File: config.mk
export PLATFORM = sky130hd
export DESIGN_NAME = alu_arbiter_flat
export DESIGN_NICKNAME = d
export VERILOG_FILES = /design/src/rtl/alu_arbiter_if.sv /design/src/rtl/alu_arbiter.sv /design/src/flat_wrapper.sv
export SDC_FILE = /design/constraint.sdc
export NUM_CORES = 1
export LEC_CHECK = 0
export ABC_CLOCK_PERIOD_IN_PS = 1600
export CAP_MARGIN = 20
export CORE_MARGIN = 2
export CORE_UTILIZATION = 45
export DETAILED_ROUTE_END_ITERATION = 8
export DONT_BUFFER_PORTS = 1
export HOLD_SLACK_MARGIN = 0.08
export PLACE_DENSITY = 0.72
export SETUP_SLACK_MARGIN = 0.15
export SYNTH_ARGS = -nofsm -noshare
export SYNTH_HDL_FRONTEND = slang
export SYNTH_SLANG_ARGS = --single-unit
File: constraint.sdc
create_clock -name clk -period 1.6 [get_ports clk]
set_clock_uncertainty 0.2 [all_clocks]
set_input_delay 0 -clock clk [delete_from_list [all_inputs] [get_ports clk]]
set_output_delay 0 -clock clk [all_outputs]
set_load 0.01 [all_outputs]
File: src/rtl/alu_arbiter_if.sv
// alu_arbiter_if: request/response handshake bundle for the two alu_arbiter ports.
interface alu_arbiter_if #(parameter int W = 16);
  logic         req0_valid, req0_ready, rsp0_valid, rsp0_ready;
  logic         req1_valid, req1_ready, rsp1_valid, rsp1_ready;
  logic [W-1:0] req0_a, req0_b, rsp0_data;
  logic [W-1:0] req1_a, req1_b, rsp1_data;
  modport master (
    output req0_valid, req0_a, req0_b, rsp0_ready,
    output req1_valid, req1_a, req1_b, rsp1_ready,
    input  req0_ready, rsp0_valid, rsp0_data,
    input  req1_ready, rsp1_valid, rsp1_data
  );
  modport slave (
    input  req0_valid, req0_a, req0_b, rsp0_ready,
    input  req1_valid, req1_a, req1_b, rsp1_ready,
    output req0_ready, rsp0_valid, rsp0_data,
    output req1_ready, rsp1_valid, rsp1_data
  );
endinterface

File: src/rtl/alu_arbiter.sv
// alu_arbiter: shares one combinational ALU between two requesters, one op in flight.
// Define ALU_ARB_RR_EN for round-robin arbitration; otherwise port 0 has fixed priority.
module alu_arbiter #(
  parameter int W       = 16,
  parameter int ALU_LAT = 1
) (
  input  logic          clk,
  input  logic          rst_n,
  alu_arbiter_if.slave  bus,
  output logic [W-1:0]  alu_a,
  output logic [W-1:0]  alu_b,
  input  logic [W-1:0]  alu_out,
  output logic          busy
);
  localparam logic [1:0] IDLE = 2'd0;
  localparam logic [1:0] EXEC = 2'd1;
  localparam logic [1:0] RESP = 2'd2;
  localparam logic [3:0] LAT_M1 = 4'(ALU_LAT - 1);
  logic [1:0]   state;
  logic [3:0]   cnt;
  logic         owner, last, g1, idle;
  logic [W-1:0] op_a, op_b, res;
`ifdef ALU_ARB_RR_EN
  assign g1 = bus.req1_valid && (!bus.req0_valid || !last);
`else
  logic unused_last;
  assign unused_last = last;
  assign g1 = bus.req1_valid && !bus.req0_valid;
`endif
  // Ready is gated by rst_n so every output reads 0 while reset is held.
  assign idle           = rst_n && state == IDLE;
  assign bus.req0_ready = idle && bus.req0_valid && !g1;
  assign bus.req1_ready = idle && g1;
  assign bus.rsp0_valid = state == RESP && !owner;
  assign bus.rsp1_valid = state == RESP && owner;
  assign bus.rsp0_data  = res;
  assign bus.rsp1_data  = res;
  assign alu_a          = op_a;
  assign alu_b          = op_b;
  assign busy           = state != IDLE;
  always_ff @(posedge clk or negedge rst_n)
    if (!rst_n) begin
      state <= IDLE;
      cnt   <= '0;
      owner <= 1'b0;
      last  <= 1'b1;
      op_a  <= '0;
      op_b  <= '0;
      res   <= '0;
    end else
      case (state)
        IDLE: if (bus.req0_valid || bus.req1_valid) begin
          op_a  <= g1 ? bus.req1_a : bus.req0_a;
          op_b  <= g1 ? bus.req1_b : bus.req0_b;
          owner <= g1;
          cnt   <= LAT_M1;
          state <= EXEC;
        end
        EXEC: if (cnt != '0) cnt <= cnt - 4'd1;
        else begin
          res   <= alu_out;
          state <= RESP;
        end
        RESP: if (owner ? bus.rsp1_ready : bus.rsp0_ready) begin
          last  <= owner;
          state <= IDLE;
        end
        default: state <= IDLE;
      endcase
endmodule
File: src/flat_wrapper.sv
// flat-port wrapper written by rule: the top's interface ports become plain ports
module alu_arbiter_flat 
#(
  parameter int W       = 16,
  parameter int ALU_LAT = 1
)
  (clk, rst_n, alu_a, alu_b, alu_out, busy, bus_req0_valid, bus_req0_a, bus_req0_b, bus_rsp0_ready, bus_req1_valid, bus_req1_a, bus_req1_b, bus_rsp1_ready, bus_req0_ready, bus_rsp0_valid, bus_rsp0_data, bus_req1_ready, bus_rsp1_valid, bus_rsp1_data);
  alu_arbiter_if #(.W(W)) bus_i ();
  input  logic clk;
  input  logic rst_n;
  output logic [W-1:0] alu_a;
  output logic [W-1:0] alu_b;
  input  logic [W-1:0] alu_out;
  output logic busy;
  input wire logic [$bits(bus_i.req0_valid)-1:0] bus_req0_valid;
  input wire logic [$bits(bus_i.req0_a)-1:0] bus_req0_a;
  input wire logic [$bits(bus_i.req0_b)-1:0] bus_req0_b;
  input wire logic [$bits(bus_i.rsp0_ready)-1:0] bus_rsp0_ready;
  input wire logic [$bits(bus_i.req1_valid)-1:0] bus_req1_valid;
  input wire logic [$bits(bus_i.req1_a)-1:0] bus_req1_a;
  input wire logic [$bits(bus_i.req1_b)-1:0] bus_req1_b;
  input wire logic [$bits(bus_i.rsp1_ready)-1:0] bus_rsp1_ready;
  output wire logic [$bits(bus_i.req0_ready)-1:0] bus_req0_ready;
  output wire logic [$bits(bus_i.rsp0_valid)-1:0] bus_rsp0_valid;
  output wire logic [$bits(bus_i.rsp0_data)-1:0] bus_rsp0_data;
  output wire logic [$bits(bus_i.req1_ready)-1:0] bus_req1_ready;
  output wire logic [$bits(bus_i.rsp1_valid)-1:0] bus_rsp1_valid;
  output wire logic [$bits(bus_i.rsp1_data)-1:0] bus_rsp1_data;
  assign bus_i.req0_valid = bus_req0_valid;
  assign bus_i.req0_a = bus_req0_a;
  assign bus_i.req0_b = bus_req0_b;
  assign bus_i.rsp0_ready = bus_rsp0_ready;
  assign bus_i.req1_valid = bus_req1_valid;
  assign bus_i.req1_a = bus_req1_a;
  assign bus_i.req1_b = bus_req1_b;
  assign bus_i.rsp1_ready = bus_rsp1_ready;
  assign bus_req0_ready = bus_i.req0_ready;
  assign bus_rsp0_valid = bus_i.rsp0_valid;
  assign bus_rsp0_data = bus_i.rsp0_data;
  assign bus_req1_ready = bus_i.req1_ready;
  assign bus_rsp1_valid = bus_i.rsp1_valid;
  assign bus_rsp1_data = bus_i.rsp1_data;
  alu_arbiter #(.W(W), .ALU_LAT(ALU_LAT)) u_core (.clk(clk), .rst_n(rst_n), .bus(bus_i), .alu_a(alu_a), .alu_b(alu_b), .alu_out(alu_out), .busy(busy));
endmodule
==> reports/metrics.json <==
{
  "outcome": {
    "run_status": "finished with violations",
    "failed_checks": "hold timing, setup timing"
  },
  "setup_path": {
    "worst_ep_arrival_time_ns": 1.64,
    "timing.setup.critical_path_class": "flop to flop",
    "r2r-end": "u_core.bus.rsp0_data[4]",
    "critical_path.startpoint_type": "flop",
    "ff2ff_setup_slack_ns": -0.04,
    "rr_worst_depth": 5,
    "required_time_of_the_critical_path_ns": 1.60,
    "worst_setup_path_end_kind": "flop",
    "cp_max_fo": 4,
    "r2r_start": "u_core.state[1]"
  },
  "sta": {
    "finalHoldViolCount": 57,
    "final.setup.worst_slack_ns": -0.04187,
    "setup_viol_count_final": 17,
    "finalHoldWorstSlack_ns": -0.8285,
    "rsz0062_at_grt": "yes",
    "finalCritPeriodShare_pct": 102.6,
    "timing_worst_slew_pin_value_ns": 0.4895,
    "maxSlewHeadroom_pct": 67.36,
    "fmaxAchievable_mhz": 609.1,
    "period_minus_slack_ns": 1.642,
    "final_max_slew_viol_count": 0
  },
  "logic_synthesis": {
    "netlist_area_um2": 2656,
    "cell_type_contributing_the_most_total_cell_area_after_synthesis": "dfrtp_1",
    "synth-seq-cells": 55,
    "synth_largest_type_area_fraction_pct": 51.81,
    "yosys.cell_count.top_type": "o21ai_0",
    "netlist-cell-type-count": 26,
    "synthFlopType": "dfrtp_1",
    "synth-seq-area-share_pct": 51.81,
    "synth_fp_nets": 321,
    "yosys-top-cells-area": "dfrtp_1 (52%), mux2i_1 (13%), o21ai_0 (12%), buf_4 (5.4%), mux2_4 (5.1%)",
    "synth.top_cells.by_count": "o21ai_0 (66), dfrtp_1 (55), mux2i_1 (35), buf_4 (19)",
    "synth-edff-count": 0,
    "yosys_warnings": 0,
    "average_instance_area_after_synthesis_um2": 11.40,
    "syn_inst": 233,
    "synth-async-reset-ratio_pct": 100.0
  },
  "cells_and_area": {
    "finalNetCount": 411,
    "final_layout_size_suffix_gt1_share_pct": 35.49,
    "area_delta_synth_final_pct": 55.16,
    "fillerInstances": 351,
    "diode_count": 0,
    "non_filler_instance_count_after_layout": 396
  },
  "global_routing": {
    "grt_max_degree": 58,
    "overflow": 0,
    "antenna_found_initial": 0,
    "globalRouteTotalUtil_pct": 25.43,
    "grt_pass1_vias": 2391,
    "grt_pass1_wl_mm": 12.43
  },
  "cts": {
    "cts_buffers": 5,
    "cts_clk_pin_slew_worst_paths_ns": 0.10,
    "cts_tree": "done",
    "cts.sinks": 55,
    "clock_path_buffers": 2,
    "clk_latency_ns": 0.31,
    "clock-root-buffer": "clkbuf_8",
    "clock_tree.htree_level_count": 2
  },
  "floorplanning": {
    "area_of_the_core_region_um2": 5608,
    "site_row_count": 27,
    "floorplan.initialDensity_pct": 47.37,
    "design.die.area_um2": 6533,
    "die_height_um": 80.83,
    "ios": 155,
    "die_w_um": 80.83
  },
  "power": {
    "worst_vdd_drop_v": 0.0008653,
    "post-layout-total-power_uw": 7274,
    "power_per_cell_area_nw_per_um2": 1765,
    "power_leakage_uw": 0.001780
  },
  "job": {
    "maxCapViolCount": 0
  },
  "route": {
    "wire_per_inst_um": 21.97,
    "via_count": 2306,
    "drt_iter0_markers": 90,
    "number_of_detailed_routing_iterations_run_before_antenna_repair": 4,
    "via_per_inst": 5.823,
    "final_antenna_net_count": 0,
    "totalWireLength_mm": 8.699,
    "drcViolationCount": 0
  },
  "worst_hold_path": {
    "hold_class": "input pin to asynchronous set/reset pin"
  },
  "place": {
    "rd_place_congestion": 0.7690,
    "numPlacedInstances": 286,
    "place_hpwl_mm": 3.937,
    "io_buffers": 0
  }
}
-- how the worst max path moves through the flow --
| stage | to | start | slack, ns | depth (start not counted) |
|---|---|---|---|---|
| after floorplan | u_core.bus.rsp0_data[0] | u_core.cnt[0] | 0.004 | 6 |
| after global placement | u_core.bus.rsp0_data[14] | u_core.cnt[1] | 0.03 | 5 |
| after detailed placement | u_core.bus.rsp0_data[0] | u_core.cnt[1] | -0.03 | 5 |
| after CTS | u_core.cnt[1] | u_core.cnt[1] | -0.02 | 6 |
| after global routing | u_core.bus.rsp0_data[11] | u_core.state[1] | -0.06 | 5 |
| final | u_core.bus.rsp0_data[4] | u_core.state[1] | -0.04 | 5 |
-- flip-flops by register name (all words and copies together), names as in the netlist --
| name | count |
|---|---|
| u_core.alu_a | 16 |
| u_core.cnt | 4 |
| u_core.state | 2 |
| u_core.bus.rsp0_data | 16 |
| u_core.alu_b | 16 |
| u_core.owner | 1 |
-- routing by layer --
layer / routed length (um) / vias to the layer above / part of all wire [%] / GRT usage, %
met2: 4382 / 149 / 50 / 43.80
met1: 3483 / 1142 / 40 / 30.73
met3: 698 / 16 / 8.0 / 7.667
met4: 134 / 0 / 1.5 / 7.458
li1: - / 999 / - / -
met5: 0 / - / 0 / 0
-- worst max-delay path: stages, from the launching register on --
cell and delay (ns):
dfrtp_1 0.43, buf_6 0.14, nor3b_4 0.20, buf_12 0.16
nand2_4 0.09, mux2_4 0.31
-- what timing repair did --
| item | CTS | global route |
|---|---|---|
| hold endpoints to repair | 112 | 58 |
| buffers inserted | 6 | 3 |
| setup endpoints to repair | 55 | 58 |
| cloned | 5 | 3 |
| hold buffers | 84 | 1 |
| pin swaps | 4 | 30 |
| resized for setup | 49 | 87 |
-- cell type report --
cell class              instances  area (um2)  share of cell area [%]
inverters                       5       21.27                  0.5161
clock buffers                   6       72.57                   1.761
flip-flops and latches         55        1376                   33.39
clock inverters                 2       12.51                  0.3036
multi-input cells             145        1358                   32.94
repair buffers                111        1191                   28.90
well taps                      72       90.09                   2.186
-- cells in the final DEF (no fill, tap or decap), types with 2 or more instances in the layout --
cell type	netlist	layout
dfrtp_1	55	55
nor2_2	1	2
dlymetal6s4s_1	0	2
inv_1	5	2
nor2b_4	0	2
dlygate4sd3_1	0	83
nand2_1	2	2
buf_6	1	8
inv_2	0	2
and3_4	0	3
o21ai_0	66	3
o21ai_4	0	2
o21ai_1	3	23
o21ai_2	0	41
buf_4	19	10
mux2_2	8	8
mux2_4	9	9
buf_12	0	4
clkbuf_8	0	5
nand2_4	0	2
mux2i_1	35	34
clkbuf_16	0	3
-- through the flow --
stage | util, % | instance area [um2] | TNS [ns] | setup WS, ns
2_1_floorplan | - | 2686 | 0 | 0.003632
3_3_place_gp | 48.15 | 2700 | 0 | 0.02637
3_5_place_dp | 48.15 | 2700 | -0.2897 | -0.03396
4_1_cts | 68.07 | 3817 | -0.08050 | -0.01632
5_1_grt | 73.49 | 4121 | -0.9152 | -0.06340
6_report | 73.49 | 4121 | -0.2736 | -0.04187
-- where the power goes --
| group | internal (uW) | switching (uW) | leakage [uW] | total (uW) |
|---|---|---|---|---|
| clock | 308 | 462 | 0.0000412 | 770 |
| combinational | 1800 | 1580 | 0.00107 | 3380 |
| sequential | 2070 | 1050 | 0.000668 | 3120 |
-- cell families (layout without fill, tap and decap cells) --
| group | after synthesis | count (layout) | synth area share, % |
|---|---|---|---|
| simple gates | 16 | 18 | 3.580 |
| mux | 52 | 52 | 21.67 |
| flops | 55 | 55 | 51.81 |
| buf+inv | 35 | 124 | 7.960 |
| fa+ha+maj | 2 | 2 | 0.9419 |
| compound gates | 73 | 73 | 14.04 |
Note: power is estimated with default switching activity, not from simulation.
